--- config.mk ---
export PLATFORM = sky130hd
export DESIGN_NAME = vga_timing_gen
export DESIGN_NICKNAME = d
export VERILOG_FILES = /design/src/rtl/vga_timing_gen.sv
export SDC_FILE = /design/constraint.sdc
export NUM_CORES = 1
export LEC_CHECK = 0
export CELL_PAD_IN_SITES_DETAIL_PLACEMENT = 1
export CELL_PAD_IN_SITES_GLOBAL_PLACEMENT = 1
export CORE_MARGIN = 5
export CORE_UTILIZATION = 33
export DETAILED_ROUTE_END_ITERATION = 10
export PLACE_DENSITY = 0.76
export SYNTH_ARGS = -nofsm -noshare
export SYNTH_HDL_FRONTEND = slang
export SYNTH_SLANG_ARGS = --single-unit
--- constraint.sdc ---
create_clock -name clk -period 2.45 [get_ports clk]
set_input_delay 0.3675 -clock clk [delete_from_list [all_inputs] [get_ports clk]]
set_output_delay 0.3675 -clock clk [all_outputs]
set_load 0.005 [all_outputs]
--- src/rtl/vga_timing_gen.sv ---
// vga_timing_gen: VGA raster counters with sync/data-enable delayed to line up
// with a fixed-latency pixel stage, plus registered colour outputs.
module vga_timing_gen #(
    parameter int H_VISIBLE      = 640,
    parameter int H_FRONT        = 16,
    parameter int H_SYNC         = 96,
    parameter int H_BACK         = 48,
    parameter int V_VISIBLE      = 480,
    parameter int V_FRONT        = 10,
    parameter int V_SYNC         = 2,
    parameter int V_BACK         = 33,
    parameter int PIPELINE_DELAY = 7
) (
    input  logic               clk,
    input  logic               reset,
    output logic signed [31:0] count_h,
    output logic signed [31:0] count_v,
    output logic               frame_start,
    input  logic [7:0]         color_in,
    output logic [2:0]         vga_r,
    output logic [2:0]         vga_g,
    output logic [1:0]         vga_b,
    output logic               vga_hs,
    output logic               vga_vs,
    output logic               vga_de
);
    localparam int H_TOTAL = H_VISIBLE + H_FRONT + H_SYNC + H_BACK;
    localparam int V_TOTAL = V_VISIBLE + V_FRONT + V_SYNC + V_BACK;
    localparam int HW = $clog2(H_TOTAL + 1);
    localparam int VW = $clog2(V_TOTAL + 1);
    localparam logic [HW-1:0] H_LAST   = HW'(H_TOTAL - 1);
    localparam logic [HW-1:0] H_VIS    = HW'(H_VISIBLE);
    localparam logic [HW-1:0] HS_START = HW'(H_VISIBLE + H_FRONT);
    localparam logic [HW-1:0] HS_END   = HW'(H_VISIBLE + H_FRONT + H_SYNC);
    localparam logic [VW-1:0] V_LAST   = VW'(V_TOTAL - 1);
    localparam logic [VW-1:0] V_VIS    = VW'(V_VISIBLE);
    localparam logic [VW-1:0] VS_START = VW'(V_VISIBLE + V_FRONT);
    localparam logic [VW-1:0] VS_END   = VW'(V_VISIBLE + V_FRONT + V_SYNC);

    logic [HW-1:0] h;
    logic [VW-1:0] v;
    logic          h_wrap;
    logic          v_wrap;
    logic [2:0]    raw;
    logic [2:0]    dly [PIPELINE_DELAY+1];
    logic          de_tap;

    assign h_wrap = h == H_LAST;
    assign v_wrap = v == V_LAST;

    always_ff @(posedge clk or negedge reset) begin
        if (!reset) begin
            h <= '0;
            v <= '0;
        end else begin
            h <= h_wrap ? '0 : h + 1'b1;
            if (h_wrap)
                v <= v_wrap ? '0 : v + 1'b1;
        end
    end

    assign count_h     = 32'(h);
    assign count_v     = 32'(v);
    assign frame_start = reset && h == '0 && v == '0;

    // {hs, vs, de}; sync is active-low
    always_comb begin
        raw    = 3'b110;
        raw[2] = !(h >= HS_START && h < HS_END);
        raw[1] = !(v >= VS_START && v < VS_END);
        raw[0] = h < H_VIS && v < V_VIS;
    end

    always_ff @(posedge clk or negedge reset) begin
        if (!reset) begin
            for (int i = 0; i <= PIPELINE_DELAY; i++)
                dly[i] <= 3'b110;
        end else begin
            dly[0] <= raw;
            for (int i = 1; i <= PIPELINE_DELAY; i++)
                dly[i] <= dly[i-1];
        end
    end

    assign de_tap = dly[PIPELINE_DELAY-1][0];

    always_ff @(posedge clk or negedge reset) begin
        if (!reset) begin
            vga_r <= '0;
            vga_g <= '0;
            vga_b <= '0;
        end else begin
            vga_r <= de_tap ? color_in[7:5] : 3'd0;
            vga_g <= de_tap ? color_in[4:2] : 3'd0;
            vga_b <= de_tap ? color_in[1:0] : 2'd0;
        end
    end

    assign vga_hs = dly[PIPELINE_DELAY][2];
    assign vga_vs = dly[PIPELINE_DELAY][1];
    assign vga_de = dly[PIPELINE_DELAY][0];
endmodule

* Word level (Yosys, flattened, before mapping)
Cells that the tools add are included. Widths: inputs -> output; s select.
Storage, ports and cells: word-level logic and storage cells 37, bits of input ports 10, output and inout bits 76, register bits after elaboration 52
Cells by class: reduce and logical (&&, ||, !) cells 9, multiplexer cells 5, equality and inequality tests 2, $lt $le $gt $ge 6, add/sub/neg operators 2
Operators by type and width (number):
- $add 10x1->10 const B | 2
- $eq 10x10->1 const B | 2
- $logic_not 10->1 | 2
- $lt 10x10->1 const B | 2
- $lt 10x9->1 const B | 2
- $mux 10 | 2
- $ge 10x10->1 const B | 1
- $ge 10x9->1 const B | 1
- $mux 3 | 2
- $logic_and 1x1->1 | 5
- $logic_not 1->1 | 2
- $mux 2 | 1

* Longest topological paths before layout
depth after elaboration 3, mapped depth 6, mapped depth without buffers 6

* Least setup slack after synthesis
No wires, ideal clock.
path kind reg-to-reg, start register h[5], end register v[9], period minus slack after synthesis 2.019 ns, cell stages (with the launch flop) 6, arrival 1.941 ns, setup time 0.077 ns, data required time 2.373 ns, setup slack 0.431 ns, cells stage by stage dfrtp_1 > or3_4 > or3_1 > clkbuf_2 > or4_1 > a21oi_1
On the way: longest elaborated chain between the ends 1
RTL lines:
- start: declaration | RTL line 40 | logic [HW-1:0] h;
- start signal: assignment | RTL line 56 | h <= h_wrap ? '0 : h + 1'b1;
- $eq 10x10->1 | RTL line 48 | assign h_wrap = h == H_LAST;
- end signal: assignment | RTL line 58 | v <= v_wrap ? '0 : v + 1'b1;
- end: declaration | RTL line 41 | logic [VW-1:0] v;
Every way passes these cells. A chain may end at the register's enable or synchronous reset.

* Worst setup path after layout
start register v[3], end output port frame_start
On the way: longest elaborated chain between the ends 2
RTL lines:
- $logic_not 10->1 | RTL line 64 | assign frame_start = reset && h == '0 && v == '0;
- $logic_and 1x1->1 | RTL line 64
- end: declaration | RTL line 18 | output logic frame_start,
Every way passes these cells.

==> out/results.txt <==
Status -> finished, final reports clean
Syn Area/Cell -> 11.51 sq um
Mapped Cells -> 200
Most frequent cells in the layout -> 44 x conb_1, 39 x clkdlybuf4s50_1, 36 x dfrtp_1
Worst Path Required -> 2.08 ns
Critical path type -> flip-flop to output pin
PwrDens -> 504.7 mW/mm^2
Post-synth cell types -> 38
CTS tree -> yes
Final wirelength -> 4745 um
Routability cong. -> 0.7843
Simple-Gate Fraction of Synth Area -> 0.1614
Grt ovf -> 0
Gr usage total -> 0.1125
Core box area -> 0.006794 sq mm
Sequential share of the synthesized area -> 0.5739
Crit Reg-Reg Startpoint -> h[5]$_DFF_PN0_
Drt first pass iters -> 4
Crit path from -> v[3]$_DFFE_PN0N_
Fmax -> 447.0 MHz
Leak -> 1.276 nW
Dpl hpwl -> 3448 um
Synth Area in Compound Gates -> 0.03641
Setup ws final -> 0.2127 ns
Htree depth -> 2
RSZ-0062 raised after global routing -> no
Cell area after layout -> 0.002834 sq mm
Setup-failing EPs final -> 0
Post-synth top flop -> dfrtp_1
Period minus WS final -> 2.237 ns
Worst-Skew Late Latency -> 0.31 ns
Num CTS Buffers -> 5
Crit share post-route -> 0.9132
Worst relative slew slack -> 0.5744
Async set-reset flop share out of synthesis -> 1.000
XOR/XNOR share of the synthesized area -> 0.03804
Vias post-DR -> 1,503
Final Non-Filler Cells -> 353
Die height -> 93.53 um
Die width -> 93.53 um
Worst setup SP type -> flip-flop
Global-route wire length before repair -> 7679 um
Die footprint -> 0.008747 sq mm
Initial antenna violation count -> 0
Worst Tran Pin Value -> 0.6384 ns
Setup WS pre-CTS -> -0.08293 ns
Most common cell after layout, fill and taps aside -> conb_1
Final hold slack -> 0.2056 ns
CTS root buffer -> clkbuf_8
Endpoints failing hold -> 0
Post-Syn Area -> 0.002302 sq mm
Ant. Diodes -> 0
Placed Area -> 0.002736 sq mm
Clock skew -> 0.007443 ns
Sink Count -> 52
Mux cell area share after synthesis -> 0.004348
Final core occ -> 0.4171
Worst-path cell chain -> or4_4 > nor3_2 > nand4_1 > nor4_2 > buf_2
Setup bufs post-CTS -> 0
Crit. End Element -> output pin
Critical Path Max Stage Delay -> 0.53 ns
Top-Level Pins -> 86
CTS Buffer Depth -> 2
Largest net degree at the start of global routing -> 53
Via-to-Cell Ratio -> 4.258
Post-Place Cells -> 345
Hold Path Class -> input pin to asynchronous set/reset pin
Critical path peak fanout -> 2
CP top delay family -> simple AND/OR/NAND/NOR gates
Initial Utilization -> 0.3389
Area growth, synth to finish -> 23.10%
Yosys warns -> 0
Share of cells above drive strength 1 -> 0.1751
Vias in the first global route -> 1,540
Final net count -> 271
Number of synthesized flops with an enable pin -> 0
Total of max-cap violations -> 0
Largest family of logic cells by synthesized area -> simple AND/OR/NAND/NOR gates
Post-Synth Adder-Cell Area -> 0.02717
Buffers plus inverters on the worst setup path -> 1
Clock slew at reported path FFs -> 0.10 ns
Routed Antenna Nets -> 0
Site Rows -> 30
WL/cell -> 13.44 um
Arrival time at the worst endpoint -> 1.87 ns
Starting DRT DRC Count -> 54
Slowest CP cell -> or4_4
IO Port Bufs -> 41
Max-slew violations -> 0
Yosys reg bits -> 52
Remaining DRCs -> 0
Peak supply drop -> 210.8 uV
## layer usage
| layer | up-vias | track usage | wire, um |
|---|---|---|---|
| met5 | - | 0 | 0 |
| met4 | 0 | 0.02930 | 46 |
| met3 | 5 | 0.03862 | 416 |
| met2 | 64 | 0.1727 | 2234 |
| met1 | 748 | 0.1515 | 2047 |
| li1 | 686 | - | - |
## synth_stat cells, drive strengths merged, types with 2 or more instances
library cell | count | area, sq um
xnor2 | 3 | 26.28
nor2 | 9 | 33.78
inv | 5 | 18.77
dfstp | 16 | 420.4
and3 | 7 | 47.54
or4 | 4 | 31.28
dfrtp | 36 | 900.9
nor3 | 5 | 25.02
or3 | 2 | 17.52
xor2 | 7 | 61.31
nand3 | 6 | 30.03
o21ai | 3 | 15.01
clkbuf | 3 | 12.51
ha | 5 | 62.56
buf | 44 | 330.3
nand2 | 10 | 37.54
a21oi | 2 | 10.01
a31oi | 2 | 12.51
and2 | 11 | 70.07
nand4 | 7 | 43.79
## what timing repair did
item / CTS / global route
gates resized for setup: 5 / 2
cloned: 0 / 0
endpoints found under the setup margin: 1 / 1
pin swaps: 1 / 2
hold buffers: 0 / 0
## sequential cells by signal, summed over array words and instances, names as in the netlist
register  count
vga_hs        1
de_tap        1
vga_g         3
vga_r         3
vga_de        1
vga_b         2
v            10
dly          20
vga_vs        1
h            10
## stage by stage
step	TNS, ns	power [mW]
floorplan	0	0.9544
CTS	0	1.452
global route	0	1.505
detailed placement	-0.08293	0.9503
global placement	-0.07334	0.9475
finish	0	1.430
## where the power goes
group / internal [mW] / switching (mW)
Clock: 0.204 / 0.292
Combinational: 0.0269 / 0.0403
Sequential: 0.866 / 0.00176
## worst paths after layout
kind,to,slack [ns],cells after the start
hold reg to reg,de_tap$_DFF_PN0_,0.35,0
hold / removal,h[2]$_DFF_PN0_,0.21,2
setup reg to reg,v[9]$_DFFE_PN0N_,0.38,5
setup / recovery,frame_start,0.21,5
max in group asynchronous,dly[18]$_DFF_PN0_,1.82,2
min in group clk,de_tap$_DFF_PN0_,0.35,0
## cell type report
type | instances | area [sq um]
clock buffers | 6 | 72.57
clock inverters | 2 | 16.27
flip-flops and latches | 52 | 1321
multi-input cells | 139 | 794.5
fillers | 765 | 3960
repair buffers | 53 | 490.5
inverters | 5 | 18.77
well taps | 96 | 120.1
## worst register-to-register path: cells and delay by family, from the launching register on
family          cells  cell delay, ns
simple gates        3            1.30
flops               1            0.39
buf+inv             1            0.17
compound gates      1            0.15
## kinds of logic after synthesis
group	after synthesis
simple gates	66
flops	52
buf+inv	52
compound gates	13
xor+xnor	10
fa+ha+maj	5
other cells	1
mux	1
Power figures use the tool's default switching activity.
